[config.mk]
export PLATFORM = sky130hd
export DESIGN_NAME = adc_sar_fifo_ctrl_flat
export DESIGN_NICKNAME = d
export VERILOG_FILES = /design/src/rtl/adc_sar_fifo_ctrl_pkg.sv /design/src/rtl/adc_sar_fifo_ctrl_if.sv /design/src/rtl/adc_sar_fifo_ctrl_fifo.sv /design/src/rtl/adc_sar_fifo_ctrl.sv /design/src/flat_wrapper.sv
export SDC_FILE = /design/constraint.sdc
export NUM_CORES = 1
export LEC_CHECK = 0
export BUFFER_PORTS_ARGS = -buffer_cell sky130_fd_sc_hd__clkbuf_2
export CAP_MARGIN = 25
export CELL_PAD_IN_SITES_DETAIL_PLACEMENT = 0
export CELL_PAD_IN_SITES_GLOBAL_PLACEMENT = 1
export CORE_ASPECT_RATIO = 2
export CORE_MARGIN = 5
export CORE_UTILIZATION = 32
export DETAILED_ROUTE_END_ITERATION = 10
export HOLD_SLACK_MARGIN = 0.15
export PLACE_DENSITY = 0.53
export SLEW_MARGIN = 25
export SYNTH_ARGS = -nofsm -noshare
export SYNTH_HDL_FRONTEND = slang
export SYNTH_HIERARCHICAL = 1
export SYNTH_SLANG_ARGS = --single-unit
export TNS_END_PERCENT = 30
[constraint.sdc]
create_clock -name clk -period 3.9 [get_ports clk]
set_input_delay 1.17 -clock clk [delete_from_list [all_inputs] [get_ports clk]]
set_output_delay 1.17 -clock clk [all_outputs]
set_load 0.005 [all_outputs]
[src/rtl/adc_sar_fifo_ctrl_pkg.sv]
// Shared definitions for the SAR ADC capture controller: widths, FSM encoding, bit-mask helper.
package adc_sar_fifo_ctrl_pkg;

    localparam int unsigned ADC_BITS  = 10;
    localparam int unsigned CLKDIV_W  = 20;
    localparam int unsigned BIT_IDX_W = 4;

    localparam logic [1:0] S_IDLE  = 2'd0;
    localparam logic [1:0] S_TRACK = 2'd1;
    localparam logic [1:0] S_CONV  = 2'd2;
    localparam logic [1:0] S_PUSH  = 2'd3;

    typedef logic [ADC_BITS-1:0] sample_t;

    // One-hot trial bit for SAR position idx
    function automatic sample_t bit_mask(input logic [BIT_IDX_W-1:0] idx);
        return sample_t'(1) << idx;
    endfunction

endpackage

[src/rtl/adc_sar_fifo_ctrl_if.sv]
// Control, macro and sample-FIFO signals of the SAR ADC controller; slave = controller side.
interface adc_sar_fifo_ctrl_if
    import adc_sar_fifo_ctrl_pkg::*;
#(
    parameter int unsigned FIFO_AW = 5
);
    logic                EN;
    logic                clk_en;
    logic [CLKDIV_W-1:0] clkdiv;
    logic [FIFO_AW-1:0]  fifo_threshold;
    logic                rd;
    logic                ovr_clr;
    logic                CMP;
    logic                HOLD;
    sample_t             DAC_CODE;
    sample_t             data;
    logic                empty;
    logic                full;
    logic [FIFO_AW:0]    level;
    logic                high;
    logic                overrun;

    modport master (
        output EN, clk_en, clkdiv, fifo_threshold, rd, ovr_clr, CMP,
        input  HOLD, DAC_CODE, data, empty, full, level, high, overrun
    );

    modport slave (
        input  EN, clk_en, clkdiv, fifo_threshold, rd, ovr_clr, CMP,
        output HOLD, DAC_CODE, data, empty, full, level, high, overrun
    );

endinterface

[src/rtl/adc_sar_fifo_ctrl_fifo.sv]
// First-word fall-through sample FIFO; writes when full and reads when empty are ignored.
module adc_sample_fifo #(
    parameter int unsigned DW = 10,
    parameter int unsigned AW = 5
) (
    input  logic          clk,
    input  logic          rst_n,
    input  logic          wr,
    input  logic [DW-1:0] wdata,
    input  logic          rd,
    output logic [DW-1:0] rdata,
    output logic          empty,
    output logic          full,
    output logic [AW:0]   level
);
    localparam int unsigned DEPTH = 1 << AW;
    localparam int unsigned LW    = AW + 1;

    logic [DW-1:0] mem_q [DEPTH];
    logic [DW-1:0] mem_d [DEPTH];
    logic [AW-1:0] wp_q, wp_d, rp_q, rp_d;
    logic [LW-1:0] level_q, level_d;
    logic          do_wr, do_rd;

    assign full  = (level_q == LW'(DEPTH));
    assign empty = (level_q == '0);
    assign level = level_q;
    assign rdata = mem_q[rp_q];
    assign do_wr = wr && !full;
    assign do_rd = rd && !empty;

    always_comb begin
        mem_d   = mem_q;
        wp_d    = wp_q;
        rp_d    = rp_q;
        level_d = level_q;
        if (do_wr) begin
            mem_d[wp_q] = wdata;
            wp_d        = wp_q + AW'(1);
        end
        if (do_rd) begin
            rp_d = rp_q + AW'(1);
        end
        case ({do_wr, do_rd})
            2'b10:   level_d = level_q + LW'(1);
            2'b01:   level_d = level_q - LW'(1);
            default: level_d = level_q;
        endcase
    end

    always_ff @(posedge clk or negedge rst_n) begin
        if (!rst_n) begin
            wp_q    <= '0;
            rp_q    <= '0;
            level_q <= '0;
        end else begin
            wp_q    <= wp_d;
            rp_q    <= rp_d;
            level_q <= level_d;
        end
    end

    // Sample storage needs no reset: it is only read behind a non-zero level
    always_ff @(posedge clk) begin
        mem_q <= mem_d;
    end

endmodule

[src/rtl/adc_sar_fifo_ctrl.sv]
// SAR ADC controller: sample-rate divider, track/hold + 10-bit SAR FSM, result FIFO with flags.
module adc_sar_fifo_ctrl
    import adc_sar_fifo_ctrl_pkg::*;
#(
    parameter int unsigned FIFO_AW    = 5,
    parameter int unsigned SAMPLE_CYC = 4,
    parameter int unsigned SETTLE_CYC = 1
) (
    input  logic                clk,
    input  logic                rst_n,
    adc_sar_fifo_ctrl_if.slave  bus
);
    localparam int unsigned LVL_W  = FIFO_AW + 1;
    localparam int unsigned PH_MAX = (SAMPLE_CYC > SETTLE_CYC) ? SAMPLE_CYC : SETTLE_CYC;
    localparam int unsigned PH_W   = $clog2(PH_MAX + 1);

    logic [CLKDIV_W-1:0]  div_q, div_d;
    logic                 tick_q, tick_d;
    logic [1:0]           state_q, state_d;
    logic [PH_W-1:0]      ph_q, ph_d;
    logic [BIT_IDX_W-1:0] bit_q, bit_d;
    sample_t              result_q, result_d;
    logic                 hold_q, hold_d;
    sample_t              dac_q, dac_d;
    logic                 overrun_q, overrun_d;
    logic                 wr_c;

    sample_t              fifo_data;
    logic                 fifo_empty, fifo_full;
    logic [LVL_W-1:0]     fifo_level;

    // Sample-rate divider; tick is registered one cycle after the wrap
    always_comb begin
        div_d  = div_q;
        tick_d = 1'b0;
        if (bus.EN && bus.clk_en) begin
            if (div_q == bus.clkdiv) begin
                div_d  = '0;
                tick_d = 1'b1;
            end else begin
                div_d = div_q + CLKDIV_W'(1);
            end
        end
    end

    always_comb begin
        state_d  = state_q;
        ph_d     = ph_q;
        bit_d    = bit_q;
        result_d = result_q;
        hold_d   = hold_q;
        dac_d    = dac_q;
        wr_c     = 1'b0;
        case (state_q)
            S_IDLE: begin
                if (tick_q) begin
                    state_d = S_TRACK;
                    hold_d  = 1'b1;
                    ph_d    = '0;
                end
            end
            S_TRACK: begin
                if (ph_q == PH_W'(SAMPLE_CYC - 1)) begin
                    state_d  = S_CONV;
                    hold_d   = 1'b0;
                    ph_d     = '0;
                    bit_d    = BIT_IDX_W'(ADC_BITS - 1);
                    result_d = '0;
                    dac_d    = bit_mask(BIT_IDX_W'(ADC_BITS - 1));
                end else begin
                    ph_d = ph_q + PH_W'(1);
                end
            end
            S_CONV: begin
                // The current trial code already carries the bit under test
                if (ph_q == PH_W'(SETTLE_CYC - 1)) begin
                    ph_d = '0;
                    if (bus.CMP) begin
                        result_d = dac_q;
                    end
                    if (bit_q == '0) begin
                        state_d = S_PUSH;
                        dac_d   = result_d;
                    end else begin
                        bit_d = bit_q - BIT_IDX_W'(1);
                        dac_d = result_d | bit_mask(bit_d);
                    end
                end else begin
                    ph_d = ph_q + PH_W'(1);
                end
            end
            S_PUSH: begin
                wr_c    = 1'b1;
                state_d = S_IDLE;
                dac_d   = '0;
            end
            default: begin
                state_d = S_IDLE;
            end
        endcase
        // Disable aborts from any state without touching the FIFO
        if (!bus.EN) begin
            state_d = S_IDLE;
            hold_d  = 1'b0;
            dac_d   = '0;
            wr_c    = 1'b0;
        end
        overrun_d = overrun_q;
        if (wr_c && fifo_full) begin
            overrun_d = 1'b1;
        end else if (bus.ovr_clr) begin
            overrun_d = 1'b0;
        end
    end

    always_ff @(posedge clk or negedge rst_n) begin
        if (!rst_n) begin
            div_q     <= '0;
            tick_q    <= 1'b0;
            state_q   <= S_IDLE;
            ph_q      <= '0;
            bit_q     <= '0;
            result_q  <= '0;
            hold_q    <= 1'b0;
            dac_q     <= '0;
            overrun_q <= 1'b0;
        end else begin
            div_q     <= div_d;
            tick_q    <= tick_d;
            state_q   <= state_d;
            ph_q      <= ph_d;
            bit_q     <= bit_d;
            result_q  <= result_d;
            hold_q    <= hold_d;
            dac_q     <= dac_d;
            overrun_q <= overrun_d;
        end
    end

    adc_sample_fifo #(
        .DW (ADC_BITS),
        .AW (FIFO_AW)
    ) u_fifo (
        .clk   (clk),
        .rst_n (rst_n),
        .wr    (wr_c),
        .wdata (result_q),
        .rd    (bus.rd),
        .rdata (fifo_data),
        .empty (fifo_empty),
        .full  (fifo_full),
        .level (fifo_level)
    );

    assign bus.HOLD     = hold_q;
    assign bus.DAC_CODE = dac_q;
    assign bus.overrun  = overrun_q;
    assign bus.data     = fifo_data;
    assign bus.empty    = fifo_empty;
    assign bus.full     = fifo_full;
    assign bus.level    = fifo_level;
    assign bus.high     = (fifo_level >= {1'b0, bus.fifo_threshold});

endmodule

[src/flat_wrapper.sv]
// flat-port wrapper written by rule: the top's interface ports become plain ports
module adc_sar_fifo_ctrl_flat import adc_sar_fifo_ctrl_pkg::*;
#(
    parameter int unsigned FIFO_AW    = 5,
    parameter int unsigned SAMPLE_CYC = 4,
    parameter int unsigned SETTLE_CYC = 1
)
  (clk, rst_n, bus_EN, bus_clk_en, bus_clkdiv, bus_fifo_threshold, bus_rd, bus_ovr_clr, bus_CMP, bus_HOLD, bus_DAC_CODE, bus_data, bus_empty, bus_full, bus_level, bus_high, bus_overrun);
  adc_sar_fifo_ctrl_if #(.FIFO_AW(FIFO_AW)) bus_i ();
  input  logic clk;
  input  logic rst_n;
  input wire logic [$bits(bus_i.EN)-1:0] bus_EN;
  input wire logic [$bits(bus_i.clk_en)-1:0] bus_clk_en;
  input wire logic [$bits(bus_i.clkdiv)-1:0] bus_clkdiv;
  input wire logic [$bits(bus_i.fifo_threshold)-1:0] bus_fifo_threshold;
  input wire logic [$bits(bus_i.rd)-1:0] bus_rd;
  input wire logic [$bits(bus_i.ovr_clr)-1:0] bus_ovr_clr;
  input wire logic [$bits(bus_i.CMP)-1:0] bus_CMP;
  output wire logic [$bits(bus_i.HOLD)-1:0] bus_HOLD;
  output wire logic [$bits(bus_i.DAC_CODE)-1:0] bus_DAC_CODE;
  output wire logic [$bits(bus_i.data)-1:0] bus_data;
  output wire logic [$bits(bus_i.empty)-1:0] bus_empty;
  output wire logic [$bits(bus_i.full)-1:0] bus_full;
  output wire logic [$bits(bus_i.level)-1:0] bus_level;
  output wire logic [$bits(bus_i.high)-1:0] bus_high;
  output wire logic [$bits(bus_i.overrun)-1:0] bus_overrun;
  assign bus_i.EN = bus_EN;
  assign bus_i.clk_en = bus_clk_en;
  assign bus_i.clkdiv = bus_clkdiv;
  assign bus_i.fifo_threshold = bus_fifo_threshold;
  assign bus_i.rd = bus_rd;
  assign bus_i.ovr_clr = bus_ovr_clr;
  assign bus_i.CMP = bus_CMP;
  assign bus_HOLD = bus_i.HOLD;
  assign bus_DAC_CODE = bus_i.DAC_CODE;
  assign bus_data = bus_i.data;
  assign bus_empty = bus_i.empty;
  assign bus_full = bus_i.full;
  assign bus_level = bus_i.level;
  assign bus_high = bus_i.high;
  assign bus_overrun = bus_i.overrun;
  adc_sar_fifo_ctrl #(.FIFO_AW(FIFO_AW), .SAMPLE_CYC(SAMPLE_CYC), .SETTLE_CYC(SETTLE_CYC)) u_core (.clk(clk), .rst_n(rst_n), .bus(bus_i));
endmodule
==> report_table.html, run 1 <==
<table>
<tr><th>Metric</th><th>Value</th></tr>
<tr><th colspan="2">Power and ir drop</th></tr>
<tr><td>Clock network power share</td><td>0.347</td></tr>
<tr><td>Power density over the cells</td><td>between 500 and 600 nW/µm²</td></tr>
<tr><td>Part of the power in registers</td><td>0.439</td></tr>
<tr><td>Static Leakage</td><td>slightly below 6 nW</td></tr>
<tr><td>Power Total</td><td>10.7 mW</td></tr>
<tr><td>Logic gate share of total power</td><td>0.214</td></tr>
<tr><td>Max rail drop VDD</td><td>~400 µV</td></tr>
<tr><td>P_int</td><td>roughly 7.6 mW</td></tr>
<tr><td>Reported net switching power</td><td>around 3.1 mW</td></tr>
<tr><td>Switching part of the total</td><td>0.289</td></tr>
<tr><th colspan="2">Logic synthesis</th></tr>
<tr><td>Cell accounting for the most synthesized area</td><td>edfxtp_1</td></tr>
<tr><td>Post-Syn Nets</td><td>approximately 1,100</td></tr>
<tr><td>Dominant synthesized flop cell</td><td>edfxtp_1</td></tr>
<tr><td>Gate Count Post-Synth</td><td>about 1,100</td></tr>
<tr><td>Area contributors post-synth</td><td>edfxtp_1, dfrtp_1, mux2i_1</td></tr>
<tr><td>Most common cell in the netlist</td><td>edfxtp_1</td></tr>
<tr><td>Fraction of post-synthesis cell area in the top cell type by area</td><td>0.579</td></tr>
<tr><td>Flops &amp; latches, synth</td><td>388</td></tr>
<tr><td>Distinct cell type count of the synthesized netlist</td><td>66</td></tr>
<tr><td>Yosys Warn Count</td><td>6</td></tr>
<tr><td>Post-synthesis sequential area ratio</td><td>0.681</td></tr>
<tr><td>Most common library cells after synthesis</td><td>edfxtp_1, mux2i_1, dfrtp_1, nor2_1, nand2_1</td></tr>
<tr><td>Cell Area, Synth</td><td>16,600 µm²</td></tr>
<tr><td>Fraction of registers with async set or reset after synthesis</td><td>0.175</td></tr>
<tr><td>Number of enable-type register cells in the synthesized netlist</td><td>320</td></tr>
<tr><td>Avg Synthesized Cell Area</td><td>15.5 µm²</td></tr>
<tr><th colspan="2">Timing</th></tr>
<tr><td>Transition time at the pin with the least slew margin</td><td>slightly above 0.9 ns</td></tr>
<tr><td>Min Clock Period, post-route</td><td>3.84 ns</td></tr>
<tr><td>Number of hold-slack violations in the final timing report</td><td>0</td></tr>
<tr><td>Number of failing setup endpoints in the final timing report</td><td>0</td></tr>
<tr><td>Max-slew headroom at the worst pin</td><td>0.386</td></tr>
<tr><td>Final Slew Violations</td><td>0</td></tr>
<tr><td>Top achievable clock speed</td><td>around 0.26 GHz</td></tr>
<tr><td>Worst path setup slack after routing</td><td>roughly 0.056 ns</td></tr>
<tr><td>Clock Skews</td><td>0.0188 ns</td></tr>
<tr><td>Share of the clock period used by the worst path after layout</td><td>0.986</td></tr>
<tr><td>RSZ-0062 raised after global routing</td><td>true</td></tr>
<tr><th colspan="2">Placement</th></tr>
<tr><td>Port-buffer cells</td><td>62</td></tr>
<tr><td>Pre-CTS setup slack</td><td>roughly 0.16 ns</td></tr>
<tr><td>HPWL Detailed</td><td>29.1 mm</td></tr>
<tr><td>Placer congestion estimate</td><td>0.775</td></tr>
<tr><td>Number of cells in the design after placement</td><td>1,802</td></tr>
<tr><th colspan="2">Layout</th></tr>
<tr><td>Antenna diode count</td><td>0</td></tr>
<tr><td>Number of nets in the final layout</td><td>approximately 1,200</td></tr>
<tr><td>Share of post-route cells with drive strength above 1</td><td>0.196</td></tr>
<tr><td>Area growth from synthesis to final layout</td><td>16.7%</td></tr>
<tr><td>Fillers</td><td>between 4,000 and 5,000</td></tr>
<tr><td>Count of placed standard cells in the final layout, fillers left out</td><td>1,875</td></tr>
<tr><th colspan="2">Worst setup path</th></tr>
<tr><td>Crit path required time</td><td>between 2 and 3 ns</td></tr>
<tr><td>Data arrival time of the worst path</td><td>~2.7 ns</td></tr>
<tr><td>Slowest CP cell</td><td>mux4_1</td></tr>
<tr><td>Worst Path Class, Setup</td><td>flop to output port</td></tr>
<tr><td>Family of cells with the greatest summed delay on the critical path</td><td>multiplexers</td></tr>
<tr><td>Critical Path, Cell by Cell</td><td>buf_12 -&gt; clkbuf_16 -&gt; mux4_1 -&gt; a22o_1 -&gt; a221oi_2 -&gt; nand3_1 -&gt; clkbuf_2</td></tr>
<tr><td>Critical path fanouts, max</td><td>15</td></tr>
<tr><td>Slowest stage delay, CP</td><td>about 0.6 ns</td></tr>
<tr><td>Number of buffer and inverter instances along the worst setup path</td><td>3</td></tr>
<tr><td>Critical path capture point type</td><td>output port</td></tr>
<tr><td>Worst Setup Start Kind</td><td>flop</td></tr>
<tr><th colspan="2">Global route</th></tr>
<tr><td>Global-route wire length before repair</td><td>~63 mm</td></tr>
<tr><td>Total grt overflow</td><td>0</td></tr>
<tr><td>Largest net degree at the start of global routing</td><td>56</td></tr>
<tr><td>GRT Overall Usage</td><td>0.148</td></tr>
<tr><td>Vias in the first global route</td><td>9,860</td></tr>
<tr><td>Number of antenna violations at the first check in global routing</td><td>0</td></tr>
<tr><th colspan="2">Clock network</th></tr>
<tr><td>Clock latency of the later-clocked register in the worst-skew pair</td><td>0.54 ns</td></tr>
<tr><td>Clock Tree Root</td><td>clkbuf_16</td></tr>
<tr><td>Clock-pin slew of the registers on the worst-case setup and hold paths</td><td>approximately 0.06 ns</td></tr>
<tr><td>H-tree lvl count</td><td>2</td></tr>
<tr><td>Num CTS Buffers</td><td>38</td></tr>
<tr><td>CTS tree</td><td>done</td></tr>
<tr><td>Number of clock sinks</td><td>between 300 and 400</td></tr>
<tr><td>Clock Tree Buf Depth</td><td>3</td></tr>
<tr><td>Hold buffer count at CTS</td><td>0</td></tr>
<tr><th colspan="2">Floorplanning</th></tr>
<tr><td>Placeable core region</td><td>between 50,000 and 60,000 µm²</td></tr>
<tr><td>Cell Rows</td><td>approximately 120</td></tr>
<tr><td>Die height</td><td>332 µm</td></tr>
<tr><td>Starting utilization of the core area</td><td>0.321</td></tr>
<tr><td>Width of the die</td><td>171 µm</td></tr>
<tr><td>Count of pins on the block boundary</td><td>63</td></tr>
<tr><td>Overall die area</td><td>between 50,000 and 60,000 µm²</td></tr>
<tr><th colspan="2">Job</th></tr>
<tr><td>Max-Cap Viols</td><td>0</td></tr>
<tr><th colspan="2">Outcome</th></tr>
<tr><td>Result of the run</td><td>finished, final reports clean</td></tr>
<tr><th colspan="2">Drt</th></tr>
<tr><td>Per-cell routed wire length</td><td>roughly 22 µm</td></tr>
<tr><td>Number of DRC markers in iteration 0</td><td>447</td></tr>
<tr><td>Number of iterations in the first detailed-routing pass</td><td>4</td></tr>
<tr><td>Residual antenna-violating net count after detailed routing</td><td>0</td></tr>
<tr><td>Final wirelength</td><td>42.0 mm</td></tr>
<tr><td>Per-cell via count in the routed design</td><td>~4.9</td></tr>
<tr><td>Total number of vias</td><td>9,256</td></tr>
<tr><td># DRC</td><td>0</td></tr>
<tr><th colspan="2">Min path</th></tr>
<tr><td>Class of the tightest hold or removal check</td><td>flop to flop</td></tr>
</table>
[metal layers]
layer,GRT usage,part of all wire,vias to the layer above,routed length (µm)
met2,0.298,0.59,143,24800
met3,0.0199,0.026,58,1100
li1,-,-,4384,-
met5,0,0,-,0
met4,0.0496,0.033,0,1380
met1,0.152,0.35,4671,14700
[worst paths after layout]
check	start	endpoint	slack [ns]	depth (start not counted)
max in group asynchronous	rst_n	u_core/result_q[0]	2.51	2
setup / recovery	u_core/u_fifo/rp_q[0]	bus_data[1]	0.06	7
hold reg to reg	u_core/result_q[3]	u_core/result_q[3]	0.51	2
hold / removal	u_core/result_q[3]	u_core/result_q[3]	0.51	2
setup reg to reg	u_core/u_fifo/level[0]	u_core/u_fifo/level[5]	0.67	8
min in group asynchronous	rst_n	u_core/bus.DAC_CODE[8]	0.68	1
[area by class of cell]
| cell class | count | area, µm² | share of cell area |
|---|---|---|---|
| flip-flops and latches | 388 | 11300 | 0.584 |
| clock inverters | 22 | 253 | 0.0130 |
| clock buffers | 48 | 1010 | 0.0521 |
| inverters | 23 | 86.3 | 0.00445 |
| well taps | 660 | 826 | 0.0426 |
| repair buffers | 125 | 901 | 0.0465 |
| multi-input cells | 609 | 4990 | 0.258 |
[timing repair]
item / in CTS / in global routing
resized for setup: 4 / 8
pin swaps: 0 / 1
hold endpoints to repair: 0 / 0
buffers inserted: 1 / 1
gates cloned: 0 / 1
endpoints found under the setup margin: 10 / 9
[tightest hold or removal path, cell delays in order, from the launching register on]
cell and delay [ns]:
dfrtp_1 0.36, nand2_1 0.05, o21ai_0 0.06
[logic make-up after synthesis]
group	share of synthesized area
multiplexers	0.109
buffers and inverters	0.0214
flip-flops	0.681
adder cells (fa/ha/maj)	0.0238
AND/OR/NAND/NOR	0.0775
XOR/XNOR	0.0216
AO/OA/AOI/OAI	0.0653
[cell usage in the layout, fill, tap and decap left out, drive strengths merged, types with 43 or more instances in the layout]
cell type,count
a22oi,43
o21ai,44
nand2,52
mux2i,83
nor2,68
edfxtp,320
clkbuf,110
dfrtp,68
nand3,46
buf,63
[sequential cells by signal, summed over array words and instances (netlist names), 4 cells and up]
register and count:
u_core/bus.DAC_CODE 10, u_core/bit_q 4, u_core/u_fifo/rp_q 5, u_core/result_q 10
u_core/u_fifo/wp_q 5, u_core/div_q 20, u_core/u_fifo/mem_q 320, u_core/u_fifo/level 6
[power by group through the flow]
stage | combinational [mW] | sequential (mW) | clock [mW]
detailed placement | 2.15 | 4.85 | 0
global placement | 2.15 | 4.84 | 0
CTS | 2.24 | 4.72 | 3.85
finish | 2.30 | 4.72 | 3.73
global route | 2.50 | 4.74 | 4.01
floorplan | 1.51 | 4.65 | 0
[metrics by stage]
step,cell area [µm²],util,setup TNS [ns],hold slack [ns]
2_1_floorplan,16600,-,0,0.495
3_3_place_gp,18000,0.348,0,0.482
3_5_place_dp,18000,0.348,0,0.496
4_1_cts,19300,0.373,-0.133,0.514
5_1_grt,19400,0.375,-0.111,0.537
6_report,19400,0.375,0,0.509
Power figures use the tool's default switching activity.
==> run 2: changes to the inputs <==
--- a/config.mk
+++ b/config.mk
@@ -14,10 +14,9 @@
 export CORE_UTILIZATION = 32
 export DETAILED_ROUTE_END_ITERATION = 10
 export HOLD_SLACK_MARGIN = 0.15
-export PLACE_DENSITY = 0.53
+export PLACE_DENSITY = 0.5
 export SLEW_MARGIN = 25
 export SYNTH_ARGS = -nofsm -noshare
 export SYNTH_HDL_FRONTEND = slang
-export SYNTH_HIERARCHICAL = 1
 export SYNTH_SLANG_ARGS = --single-unit
 export TNS_END_PERCENT = 30
==> report_table.html, run 2 <==
<table>
<tr><th>Metric</th><th>Value</th></tr>
<tr><th colspan="2">Layout</th></tr>
<tr><td>Storage cell area</td><td>11,300 µm² (about the same)</td></tr>
<tr><td>Max reg flops</td><td>320 (unchanged)</td></tr>
<tr><td>Most frequent standard cell in the layout excluding fill and tap cells</td><td>edfxtp_1 (unchanged)</td></tr>
<tr><td>Total area of multi-input combinational cells</td><td>4780 µm² (was 4990 µm²)</td></tr>
<tr><td>Antenna diode count</td><td>0 (unchanged)</td></tr>
<tr><td>Registers with the most flip-flops</td><td>u_core.u_fifo.mem_q x320, u_core.div_q x20 (was u_core/u_fifo/mem_q x320, u_core/div_q x20)</td></tr>
<tr><td>Count of placed standard cells in the final layout, fillers left out</td><td>1,829 (was 1,875)</td></tr>
<tr><td>Fillers</td><td>4,903 (was 4,930)</td></tr>
<tr><td>Area growth from synthesis to final layout</td><td>18.7% (was 16.7%)</td></tr>
<tr><td>Leading cell types in the layout, fill and taps excluded</td><td>edfxtp_1, buf_4, nor2_1 (was edfxtp_1, mux2i_1, nor2_1)</td></tr>
<tr><td>Largest register by flop count</td><td>u_core.u_fifo.mem_q (was u_core/u_fifo/mem_q)</td></tr>
<tr><td>Share of post-route cells with drive strength above 1</td><td>0.256 (was 0.196)</td></tr>
<tr><td>Number of nets in the final layout</td><td>1,212 (was 1,248)</td></tr>
<tr><th colspan="2">Logic synthesis</th></tr>
<tr><td>Most common library cells after synthesis</td><td>edfxtp_1, nor2_1, dfrtp_1, mux4_2, nand2_1 (was edfxtp_1, mux2i_1, dfrtp_1, nor2_1, nand2_1)</td></tr>
<tr><td>Post-synthesis sequential area ratio</td><td>0.693 (was 0.681)</td></tr>
<tr><td>Post-Syn Nets</td><td>1,065 (was 1,133)</td></tr>
<tr><td>Fraction of post-synthesis cell area in the top cell type by area</td><td>0.589 (was 0.579)</td></tr>
<tr><td>Dominant synthesized flop cell</td><td>edfxtp_1 (unchanged)</td></tr>
<tr><td>Main combinational cell family by area after synthesis</td><td>multiplexers (unchanged)</td></tr>
<tr><td>Number of enable-type register cells in the synthesized netlist</td><td>320 (unchanged)</td></tr>
<tr><td>Area contributors post-synth</td><td>edfxtp_1, dfrtp_1, mux4_2 (was edfxtp_1, dfrtp_1, mux2i_1)</td></tr>
<tr><td>Fraction of registers with async set or reset after synthesis</td><td>0.175 (unchanged)</td></tr>
<tr><td>Gate Count Post-Synth</td><td>1,002 (was 1,070)</td></tr>
<tr><td>Avg Synthesized Cell Area</td><td>16.3 µm² (was 15.5 µm²)</td></tr>
<tr><td>Post-synthesis compound-gate area fraction</td><td>0.0601 (was 0.0653)</td></tr>
<tr><td>Most common cell in the netlist</td><td>edfxtp_1 (unchanged)</td></tr>
<tr><td>Cell Area, Synth</td><td>16,300 µm² (was 16,600 µm²)</td></tr>
<tr><td>Post-synthesis simple-gate area fraction</td><td>0.0618 (was 0.0775)</td></tr>
<tr><td>Yosys Warn Count</td><td>0 (was 6)</td></tr>
<tr><td>Flops &amp; latches, synth</td><td>388 (unchanged)</td></tr>
<tr><td>Mux contribution to synthesized area</td><td>0.112 (was 0.109)</td></tr>
<tr><td>Distinct cell type count of the synthesized netlist</td><td>60 (was 66)</td></tr>
<tr><td>Synth Area in XOR/XNOR</td><td>0.0268 (was 0.0216)</td></tr>
<tr><td>Post-Synth Adder-Cell Area</td><td>0.0242 (was 0.0238)</td></tr>
<tr><td>Cell accounting for the most synthesized area</td><td>edfxtp_1 (unchanged)</td></tr>
<tr><th colspan="2">Timing</th></tr>
<tr><td>Final Slew Violations</td><td>0 (unchanged)</td></tr>
<tr><td>Top achievable clock speed</td><td>0.262 GHz (was 0.260 GHz)</td></tr>
<tr><td>RSZ-0062 raised after global routing</td><td>true (unchanged)</td></tr>
<tr><td>Transition time at the pin with the least slew margin</td><td>0.935 ns (was 0.918 ns)</td></tr>
<tr><td>Min Clock Period, post-route</td><td>3.82 ns (was 3.84 ns)</td></tr>
<tr><td>Max-slew headroom at the worst pin</td><td>0.377 (was 0.386)</td></tr>
<tr><td>Share of the clock period used by the worst path after layout</td><td>0.980 (was 0.986)</td></tr>
<tr><td>Clock Skews</td><td>0.00840 ns (was 0.0188 ns)</td></tr>
<tr><td>Number of failing setup endpoints in the final timing report</td><td>0 (unchanged)</td></tr>
<tr><td>Worst path setup slack after routing</td><td>0.0773 ns (was 0.0558 ns)</td></tr>
<tr><td>Number of hold-slack violations in the final timing report</td><td>0 (unchanged)</td></tr>
<tr><th colspan="2">Placement</th></tr>
<tr><td>Number of cells in the design after placement</td><td>1,754 (was 1,802)</td></tr>
<tr><td>HPWL Detailed</td><td>29.9 mm (was 29.1 mm)</td></tr>
<tr><td>Placer congestion estimate</td><td>0.769 (was 0.775)</td></tr>
<tr><td>Pre-CTS setup slack</td><td>0.252 ns (was 0.165 ns)</td></tr>
<tr><td>Port-buffer cells</td><td>62 (unchanged)</td></tr>
<tr><th colspan="2">Global route</th></tr>
<tr><td>GRT Overall Usage</td><td>0.158 (was 0.148)</td></tr>
<tr><td>Total grt overflow</td><td>0 (unchanged)</td></tr>
<tr><td>Vias in the first global route</td><td>9,916 (was 9,860)</td></tr>
<tr><td>Largest net degree at the start of global routing</td><td>39 (was 56)</td></tr>
<tr><td>Number of antenna violations at the first check in global routing</td><td>0 (unchanged)</td></tr>
<tr><td>Global-route wire length before repair</td><td>65.2 mm (was 62.8 mm)</td></tr>
<tr><th colspan="2">Min path</th></tr>
<tr><td>Class of the tightest hold or removal check</td><td>flop to flop (unchanged)</td></tr>
<tr><th colspan="2">Drt</th></tr>
<tr><td>Per-cell via count in the routed design</td><td>4.95 (was 4.94)</td></tr>
<tr><td>Per-cell routed wire length</td><td>23.9 µm (was 22.4 µm)</td></tr>
<tr><td>Number of DRC markers in iteration 0</td><td>500 (was 447)</td></tr>
<tr><td>Final wirelength</td><td>43.7 mm (was 42.0 mm)</td></tr>
<tr><td># DRC</td><td>0 (unchanged)</td></tr>
<tr><td>Total number of vias</td><td>9,055 (was 9,256)</td></tr>
<tr><td>Number of iterations in the first detailed-routing pass</td><td>5 (was 4)</td></tr>
<tr><td>Residual antenna-violating net count after detailed routing</td><td>0 (unchanged)</td></tr>
<tr><th colspan="2">Floorplanning</th></tr>
<tr><td>Width of the die</td><td>170 µm (was 171 µm)</td></tr>
<tr><td>Cell Rows</td><td>117 (was 118)</td></tr>
<tr><td>Die height</td><td>329 µm (was 332 µm)</td></tr>
<tr><td>Overall die area</td><td>55,900 µm² (was 56,800 µm²)</td></tr>
<tr><td>Starting utilization of the core area</td><td>0.322 (was 0.321)</td></tr>
<tr><td>Placeable core region</td><td>50,700 µm² (was 51,700 µm²)</td></tr>
<tr><td>Count of pins on the block boundary</td><td>63 (unchanged)</td></tr>
<tr><th colspan="2">Power and ir drop</th></tr>
<tr><td>Power Total</td><td>12.8 mW (was 10.7 mW)</td></tr>
<tr><td>Power density over the cells</td><td>660 nW/µm² (was 554 nW/µm²)</td></tr>
<tr><td>Static Leakage</td><td>7.03 nW (was 5.83 nW)</td></tr>
<tr><td>Max rail drop VDD</td><td>426 µV (was 389 µV)</td></tr>
<tr><th colspan="2">Clock network</th></tr>
<tr><td>Hold buffer count at CTS</td><td>0 (unchanged)</td></tr>
<tr><td>Clock-pin slew of the registers on the worst-case setup and hold paths</td><td>0.06 ns (about the same)</td></tr>
<tr><td>Clock latency of the later-clocked register in the worst-skew pair</td><td>0.53 ns (was 0.54 ns)</td></tr>
<tr><td>CTS tree</td><td>done (unchanged)</td></tr>
<tr><td>Clock Tree Buf Depth</td><td>3 (unchanged)</td></tr>
<tr><td>Clock Tree Root</td><td>clkbuf_16 (unchanged)</td></tr>
<tr><td>Num CTS Buffers</td><td>37 (was 38)</td></tr>
<tr><td>Number of clock sinks</td><td>388 (unchanged)</td></tr>
<tr><td>H-tree lvl count</td><td>2 (unchanged)</td></tr>
<tr><th colspan="2">Worst setup path</th></tr>
<tr><td>Worst Path Class, Setup</td><td>flop to output port (unchanged)</td></tr>
<tr><td>Data arrival time of the worst path</td><td>2.65 ns (was 2.67 ns)</td></tr>
<tr><td>Crit path required time</td><td>2.73 ns (about the same)</td></tr>
<tr><td>Critical path fanouts, max</td><td>10 (was 15)</td></tr>
<tr><td>Worst Setup Start Kind</td><td>flop (unchanged)</td></tr>
<tr><td>Reg-to-reg slack, setup</td><td>0.81 ns (was 0.67 ns)</td></tr>
<tr><td>Critical path capture point type</td><td>output port (unchanged)</td></tr>
<tr><th colspan="2">Outcome</th></tr>
<tr><td>Result of the run</td><td>finished, final reports clean (unchanged)</td></tr>
<tr><th colspan="2">Job</th></tr>
<tr><td>Max-Cap Viols</td><td>0 (unchanged)</td></tr>
</table>
-- run 2: final timing paths --
kind / from / endpoint / cells after the start
setup / recovery: u_core.u_fifo.rp_q[0] / bus_data[0] / 5
hold / removal: u_core.result_q[5] / u_core.result_q[5] / 2
setup reg to reg: u_core.u_fifo.level[4] / u_core.u_fifo.level[5] / 10
hold reg to reg: u_core.result_q[5] / u_core.result_q[5] / 2
max in group asynchronous: rst_n / u_core.result_q[9] / 2
min in group asynchronous: rst_n / u_core.bus.DAC_CODE[4] / 1
-- run 2: stage by stage --
stage                     TNS (ns)  area (µm²)  hold slack [ns]   util
after floorplan                  0       16300            0.475      -
after global placement           0       17900            0.490  0.353
after detailed placement         0       17900            0.505  0.353
after CTS                        0       19200            0.519  0.379
after global routing       -0.0136       19400            0.555  0.382
final                            0       19400            0.512  0.382
-- run 2: kinds of logic after synthesis --
kind of cell,Yosys count
buf+inv,73
mux,106
xor+xnor,50
fa+ha+maj,31
flops,388
simple gates,209
compound gates,145
-- run 2: layout make-up --
| cell class | count | share of cell area |
|---|---|---|
| tap | 654 | 0.0423 |
| multi-input combinational | 541 | 0.247 |
| clock buffer | 44 | 0.0514 |
| inverter | 27 | 0.00523 |
| clock inverter | 21 | 0.0108 |
| timing repair buffer | 154 | 0.0592 |
| sequential | 388 | 0.585 |
-- run 2: routing by layer --
metal	vias up	GRT usage	share of wire
met3	56	0.0223	0.035
met2	160	0.313	0.57
met5	-	0	0
met1	4667	0.169	0.36
met4	0	0.0478	0.030
li1	4172	-	-
-- run 2: timing repair --
| action | CTS | global route |
|---|---|---|
| buffers inserted | 3 | 5 |
| pin swaps | 0 | 2 |
| setup endpoints to repair | 10 | 10 |
| resized for setup | 3 | 22 |
| cloned | 1 | 1 |
-- run 2: worst max-delay path, stage by stage (launching register included) --
cell	delay [ns]
dfrtp_4	0.51
buf_16	0.17
mux4_2	0.51
a211oi_1	0.57
a22oi_2	0.19
clkbuf_2	0.17
-- run 2: where the power goes --
group | total (mW) | internal (mW) | switching (mW) | leakage (nW)
Clock | 3.65 | 2.09 | 1.55 | 0.593
Combinational | 4.10 | 1.93 | 2.17 | 2.56
Sequential | 5.04 | 4.65 | 0.394 | 3.88
Total | 12.8 | 8.67 | 4.12 | 7.03
==> run 3: changes to the inputs <==
--- a/config.mk
+++ b/config.mk
@@ -5,6 +5,7 @@
 export SDC_FILE = /design/constraint.sdc
 export NUM_CORES = 1
 export LEC_CHECK = 0
+export ABC_AREA = 1
 export BUFFER_PORTS_ARGS = -buffer_cell sky130_fd_sc_hd__clkbuf_2
 export CAP_MARGIN = 25
 export CELL_PAD_IN_SITES_DETAIL_PLACEMENT = 0
@@ -14,7 +15,7 @@
 export CORE_UTILIZATION = 32
 export DETAILED_ROUTE_END_ITERATION = 10
 export HOLD_SLACK_MARGIN = 0.15
-export PLACE_DENSITY = 0.5
+export PLACE_DENSITY_LB_ADDON = 0.1
 export SLEW_MARGIN = 25
 export SYNTH_ARGS = -nofsm -noshare
 export SYNTH_HDL_FRONTEND = slang
==> report_table.html, run 3 <==
<table>
<tr><th>Metric</th><th>Value</th></tr>
<tr><th colspan="2">Placement</th></tr>
<tr><td>Placer congestion estimate</td><td>0.788 (was 0.769)</td></tr>
<tr><td>Pre-CTS setup slack</td><td>0.537 ns (was 0.252 ns)</td></tr>
<tr><td>HPWL Detailed</td><td>33.7 mm (was 29.9 mm)</td></tr>
<tr><td>Post-DP Area</td><td>18,800 µm² (was 17,900 µm²)</td></tr>
<tr><td>Port-buffer cells</td><td>62 (unchanged)</td></tr>
<tr><th colspan="2">Logic synthesis</th></tr>
<tr><td>Flops &amp; latches, synth</td><td>388 (unchanged)</td></tr>
<tr><td>Area contributors post-synth</td><td>edfxtp_1, dfrtp_1, nand2_1 (was edfxtp_1, dfrtp_1, mux4_2)</td></tr>
<tr><td>Most common library cells after synthesis</td><td>nand2_1, edfxtp_1, nor2_1, nand3_1, o21ai_0 (was edfxtp_1, nor2_1, dfrtp_1, mux4_2, nand2_1)</td></tr>
<tr><td>Most common cell in the netlist</td><td>nand2_1 (was edfxtp_1)</td></tr>
<tr><td>Cell Area, Synth</td><td>17,500 µm² (was 16,300 µm²)</td></tr>
<tr><td>Distinct cell type count of the synthesized netlist</td><td>39 (was 60)</td></tr>
<tr><td>Cell accounting for the most synthesized area</td><td>edfxtp_1 (unchanged)</td></tr>
<tr><td>Post-Syn Nets</td><td>1,801 (was 1,065)</td></tr>
<tr><td>Fraction of registers with async set or reset after synthesis</td><td>0.175 (unchanged)</td></tr>
<tr><td>Yosys Warn Count</td><td>0 (unchanged)</td></tr>
<tr><td>Post-synthesis sequential area ratio</td><td>0.647 (was 0.693)</td></tr>
<tr><td>Dominant synthesized flop cell</td><td>edfxtp_1 (unchanged)</td></tr>
<tr><td>Avg Synthesized Cell Area</td><td>10.1 µm² (was 16.3 µm²)</td></tr>
<tr><td>Gate Count Post-Synth</td><td>1,738 (was 1,002)</td></tr>
<tr><td>Number of enable-type register cells in the synthesized netlist</td><td>320 (unchanged)</td></tr>
<tr><td>Fraction of post-synthesis cell area in the top cell type by area</td><td>0.550 (was 0.589)</td></tr>
<tr><th colspan="2">Drt</th></tr>
<tr><td>Total number of vias</td><td>12,100 (was 9,055)</td></tr>
<tr><td>Final wirelength</td><td>51.5 mm (was 43.7 mm)</td></tr>
<tr><td>Number of DRC markers in iteration 0</td><td>591 (was 500)</td></tr>
<tr><td># DRC</td><td>0 (unchanged)</td></tr>
<tr><td>Number of iterations in the first detailed-routing pass</td><td>5 (unchanged)</td></tr>
<tr><td>Per-cell via count in the routed design</td><td>4.77 (was 4.95)</td></tr>
<tr><td>Per-cell routed wire length</td><td>20.3 µm (was 23.9 µm)</td></tr>
<tr><td>Residual antenna-violating net count after detailed routing</td><td>0 (unchanged)</td></tr>
<tr><th colspan="2">Power and ir drop</th></tr>
<tr><td>Switching part of the total</td><td>0.394 (was 0.322)</td></tr>
<tr><td>Static Leakage</td><td>8.09 nW (was 7.03 nW)</td></tr>
<tr><td>Part of the power in registers</td><td>0.371 (was 0.394)</td></tr>
<tr><td>Logic gate share of total power</td><td>0.369 (was 0.321)</td></tr>
<tr><td>Power density over the cells</td><td>710 nW/µm² (was 660 nW/µm²)</td></tr>
<tr><td>Power Total</td><td>14.2 mW (was 12.8 mW)</td></tr>
<tr><td>Max rail drop VDD</td><td>409 µV (was 426 µV)</td></tr>
<tr><td>Clock network power share</td><td>0.260 (was 0.285)</td></tr>
<tr><td>P_int</td><td>8.63 mW (was 8.67 mW)</td></tr>
<tr><td>Reported net switching power</td><td>5.62 mW (was 4.12 mW)</td></tr>
<tr><th colspan="2">Timing</th></tr>
<tr><td>Number of failing setup endpoints in the final timing report</td><td>0 (unchanged)</td></tr>
<tr><td>Max-slew headroom at the worst pin</td><td>0.341 (was 0.377)</td></tr>
<tr><td>Min Clock Period, post-route</td><td>3.72 ns (was 3.82 ns)</td></tr>
<tr><td>Sum Neg Setup Slack</td><td>0 ns (unchanged)</td></tr>
<tr><td>Post-Route Hold Slack</td><td>0.517 ns (was 0.512 ns)</td></tr>
<tr><td>Top achievable clock speed</td><td>0.269 GHz (was 0.262 GHz)</td></tr>
<tr><td>Clock Skews</td><td>0.0182 ns (was 0.00840 ns)</td></tr>
<tr><td>Number of hold-slack violations in the final timing report</td><td>0 (unchanged)</td></tr>
<tr><td>Worst path setup slack after routing</td><td>0.183 ns (was 0.0773 ns)</td></tr>
<tr><td>Final Slew Violations</td><td>0 (unchanged)</td></tr>
<tr><td>Share of the clock period used by the worst path after layout</td><td>0.953 (was 0.980)</td></tr>
<tr><td>Transition time at the pin with the least slew margin</td><td>0.988 ns (was 0.935 ns)</td></tr>
<tr><td>RSZ-0062 raised after global routing</td><td>false (was true)</td></tr>
<tr><th colspan="2">Layout</th></tr>
<tr><td>Number of nets in the final layout</td><td>1,892 (was 1,212)</td></tr>
<tr><td>Share of post-route cells with drive strength above 1</td><td>0.108 (was 0.256)</td></tr>
<tr><td>Area growth from synthesis to final layout</td><td>14.7% (was 18.7%)</td></tr>
<tr><td>Area of all placed cells without fillers</td><td>20,100 µm² (was 19,400 µm²)</td></tr>
<tr><td>Largest register by flop count</td><td>u_core.u_fifo.mem_q (unchanged)</td></tr>
<tr><td>Antenna diode count</td><td>0 (unchanged)</td></tr>
<tr><td>Registers with the most flip-flops</td><td>u_core.u_fifo.mem_q x320, u_core.div_q x20 (unchanged)</td></tr>
<tr><td>Fillers</td><td>5,402 (was 4,903)</td></tr>
<tr><td>Max reg flops</td><td>320 (unchanged)</td></tr>
<tr><td>Most frequent standard cell in the layout excluding fill and tap cells</td><td>nand2_1 (was edfxtp_1)</td></tr>
<tr><td>Leading cell types in the layout, fill and taps excluded</td><td>nand2_1, edfxtp_1, nor2_1 (was edfxtp_1, buf_4, nor2_1)</td></tr>
<tr><th colspan="2">Global route</th></tr>
<tr><td>Largest net degree at the start of global routing</td><td>93 (was 39)</td></tr>
<tr><td>Global-route wire length before repair</td><td>77.3 mm (was 65.2 mm)</td></tr>
<tr><td>Vias in the first global route</td><td>12,200 (was 9,916)</td></tr>
<tr><td>Total grt overflow</td><td>0 (unchanged)</td></tr>
<tr><td>GRT Overall Usage</td><td>0.172 (was 0.158)</td></tr>
<tr><td>Number of antenna violations at the first check in global routing</td><td>0 (unchanged)</td></tr>
<tr><th colspan="2">Clock network</th></tr>
<tr><td>Clock latency of the later-clocked register in the worst-skew pair</td><td>0.55 ns (was 0.53 ns)</td></tr>
<tr><td>Clock Tree Root</td><td>clkbuf_16 (unchanged)</td></tr>
<tr><td>Num CTS Buffers</td><td>38 (was 37)</td></tr>
<tr><td>CTS tree</td><td>done (unchanged)</td></tr>
<tr><td>Clock-pin slew of the registers on the worst-case setup and hold paths</td><td>0.07 ns (was 0.06 ns)</td></tr>
<tr><td>Number of clock sinks</td><td>388 (unchanged)</td></tr>
<tr><td>Clock Tree Buf Depth</td><td>3 (unchanged)</td></tr>
<tr><td>Hold buffer count at CTS</td><td>0 (unchanged)</td></tr>
<tr><td>H-tree lvl count</td><td>2 (unchanged)</td></tr>
<tr><th colspan="2">Worst setup path</th></tr>
<tr><td>Data arrival time of the worst path</td><td>2.55 ns (was 2.65 ns)</td></tr>
<tr><td>Critical path capture point type</td><td>output port (unchanged)</td></tr>
<tr><td>Worst Path Class, Setup</td><td>flop to output port (unchanged)</td></tr>
<tr><td>Worst Setup Start Kind</td><td>flop (unchanged)</td></tr>
<tr><td>Critical path fanouts, max</td><td>89 (was 10)</td></tr>
<tr><td>Crit path required time</td><td>2.73 ns (about the same)</td></tr>
<tr><th colspan="2">Floorplanning</th></tr>
<tr><td>Cell Rows</td><td>121 (was 117)</td></tr>
<tr><td>Overall die area</td><td>59,700 µm² (was 55,900 µm²)</td></tr>
<tr><td>Die height</td><td>341 µm (was 329 µm)</td></tr>
<tr><td>Starting utilization of the core area</td><td>0.322 (about the same)</td></tr>
<tr><td>Placeable core region</td><td>54,400 µm² (was 50,700 µm²)</td></tr>
<tr><td>Width of the die</td><td>175 µm (was 170 µm)</td></tr>
<tr><td>Count of pins on the block boundary</td><td>63 (unchanged)</td></tr>
<tr><th colspan="2">Job</th></tr>
<tr><td>Max-Cap Viols</td><td>0 (unchanged)</td></tr>
<tr><th colspan="2">Outcome</th></tr>
<tr><td>Result of the run</td><td>finished, final reports clean (unchanged)</td></tr>
<tr><th colspan="2">Min path</th></tr>
<tr><td>Class of the tightest hold or removal check</td><td>flop to flop (unchanged)</td></tr>
</table>
==> run 3: cell count changes after synthesis, sizes merged, moves of 11 or more <==
cell | previous run | this run
nand2 | 54 | 388
nor2 | 73 | 307
nand3 | 16 | 165
o21ai | 27 | 167
inv | 27 | 132
mux4 | 60 | 0
mux2i | 44 | 2
buf | 26 | 50
xnor2 | 28 | 4
a22oi | 17 | 0
nor2b | 16 | 0
xor2 | 22 | 10
a21oi | 38 | 27
==> run 3: worst paths after layout <==
path                                   startpoint                      to  slack (ns)  depth (start not counted)
max                         u_core.u_fifo.rp_q[0]             bus_data[6]        0.18                         10
min                            u_core.result_q[1]      u_core.result_q[1]        0.52                          2
max reg2reg                u_core.u_fifo.level[0]  u_core.u_fifo.level[5]        0.95                         15
min reg2reg                    u_core.result_q[1]      u_core.result_q[1]        0.52                          2
max in group asynchronous                   rst_n         u_core.div_q[5]        2.60                          2
min in group asynchronous                   rst_n         u_core.bit_q[0]        0.64                          1
==> run 3: layout make-up <==
| class | instances | area, µm² | share of cell area |
|---|---|---|---|
| Multi-Input combinational cell | 1142 | 5260 | 0.262 |
| Tap cell | 676 | 846 | 0.0422 |
| Inverter | 133 | 504 | 0.0251 |
| Clock buffer | 51 | 1070 | 0.0535 |
| Timing Repair Buffer | 126 | 906 | 0.0452 |
| Clock inverter | 18 | 149 | 0.00742 |
| Sequential cell | 388 | 11300 | 0.564 |
==> run 3: critical path: stages, from the launching register on <==
cell and delay (ns):
dfrtp_4 0.47, buf_12 0.30, nor2_1 0.10, nor2_1 0.09, o21ai_0 0.16, nand3_1 0.14
nand3_1 0.17, nand2_1 0.13, nand2_1 0.08, inv_1 0.06, clkbuf_2 0.12
==> run 3: logic make-up (layout without fill, tap and decap cells) <==
family | count (synthesis) | count (layout) | share of synthesized area
compound gates | 217 | 217 | 0.0655
simple gates | 878 | 878 | 0.205
xor+xnor | 14 | 14 | 0.00701
flops | 388 | 388 | 0.647
fa+ha+maj | 31 | 31 | 0.0226
mux | 2 | 2 | 0.00114
buf+inv | 208 | 328 | 0.0522
==> run 3: repair_timing <==
action,4_1_cts,5_1_grt
gates resized for setup,0,1
endpoints found under the hold margin,0,0
setup endpoints to repair,0,1
setup buffers,0,0
==> run 3: metrics by stage <==
step,std cells,utilization
floorplan,1738,-
global placement,2465,0.347
detailed placement,2465,0.347
CTS,2534,0.369
global route,2534,0.369
finish,2534,0.369
==> run 3: layer usage <==
metal  track usage  share of wire
met1         0.189           0.38
met3        0.0196          0.028
met4        0.0660          0.036
met5             0              0
met2         0.331           0.55
==> run 3: power groups by stage <==
stage	registers, mW	logic [mW]	clock network [mW]
6_report	5.28	5.26	3.70
4_1_cts	5.29	5.45	3.83
3_5_place_dp	5.38	5.44	0
5_1_grt	5.33	5.95	3.97
3_3_place_gp	5.37	5.44	0
2_1_floorplan	5.33	3.34	0
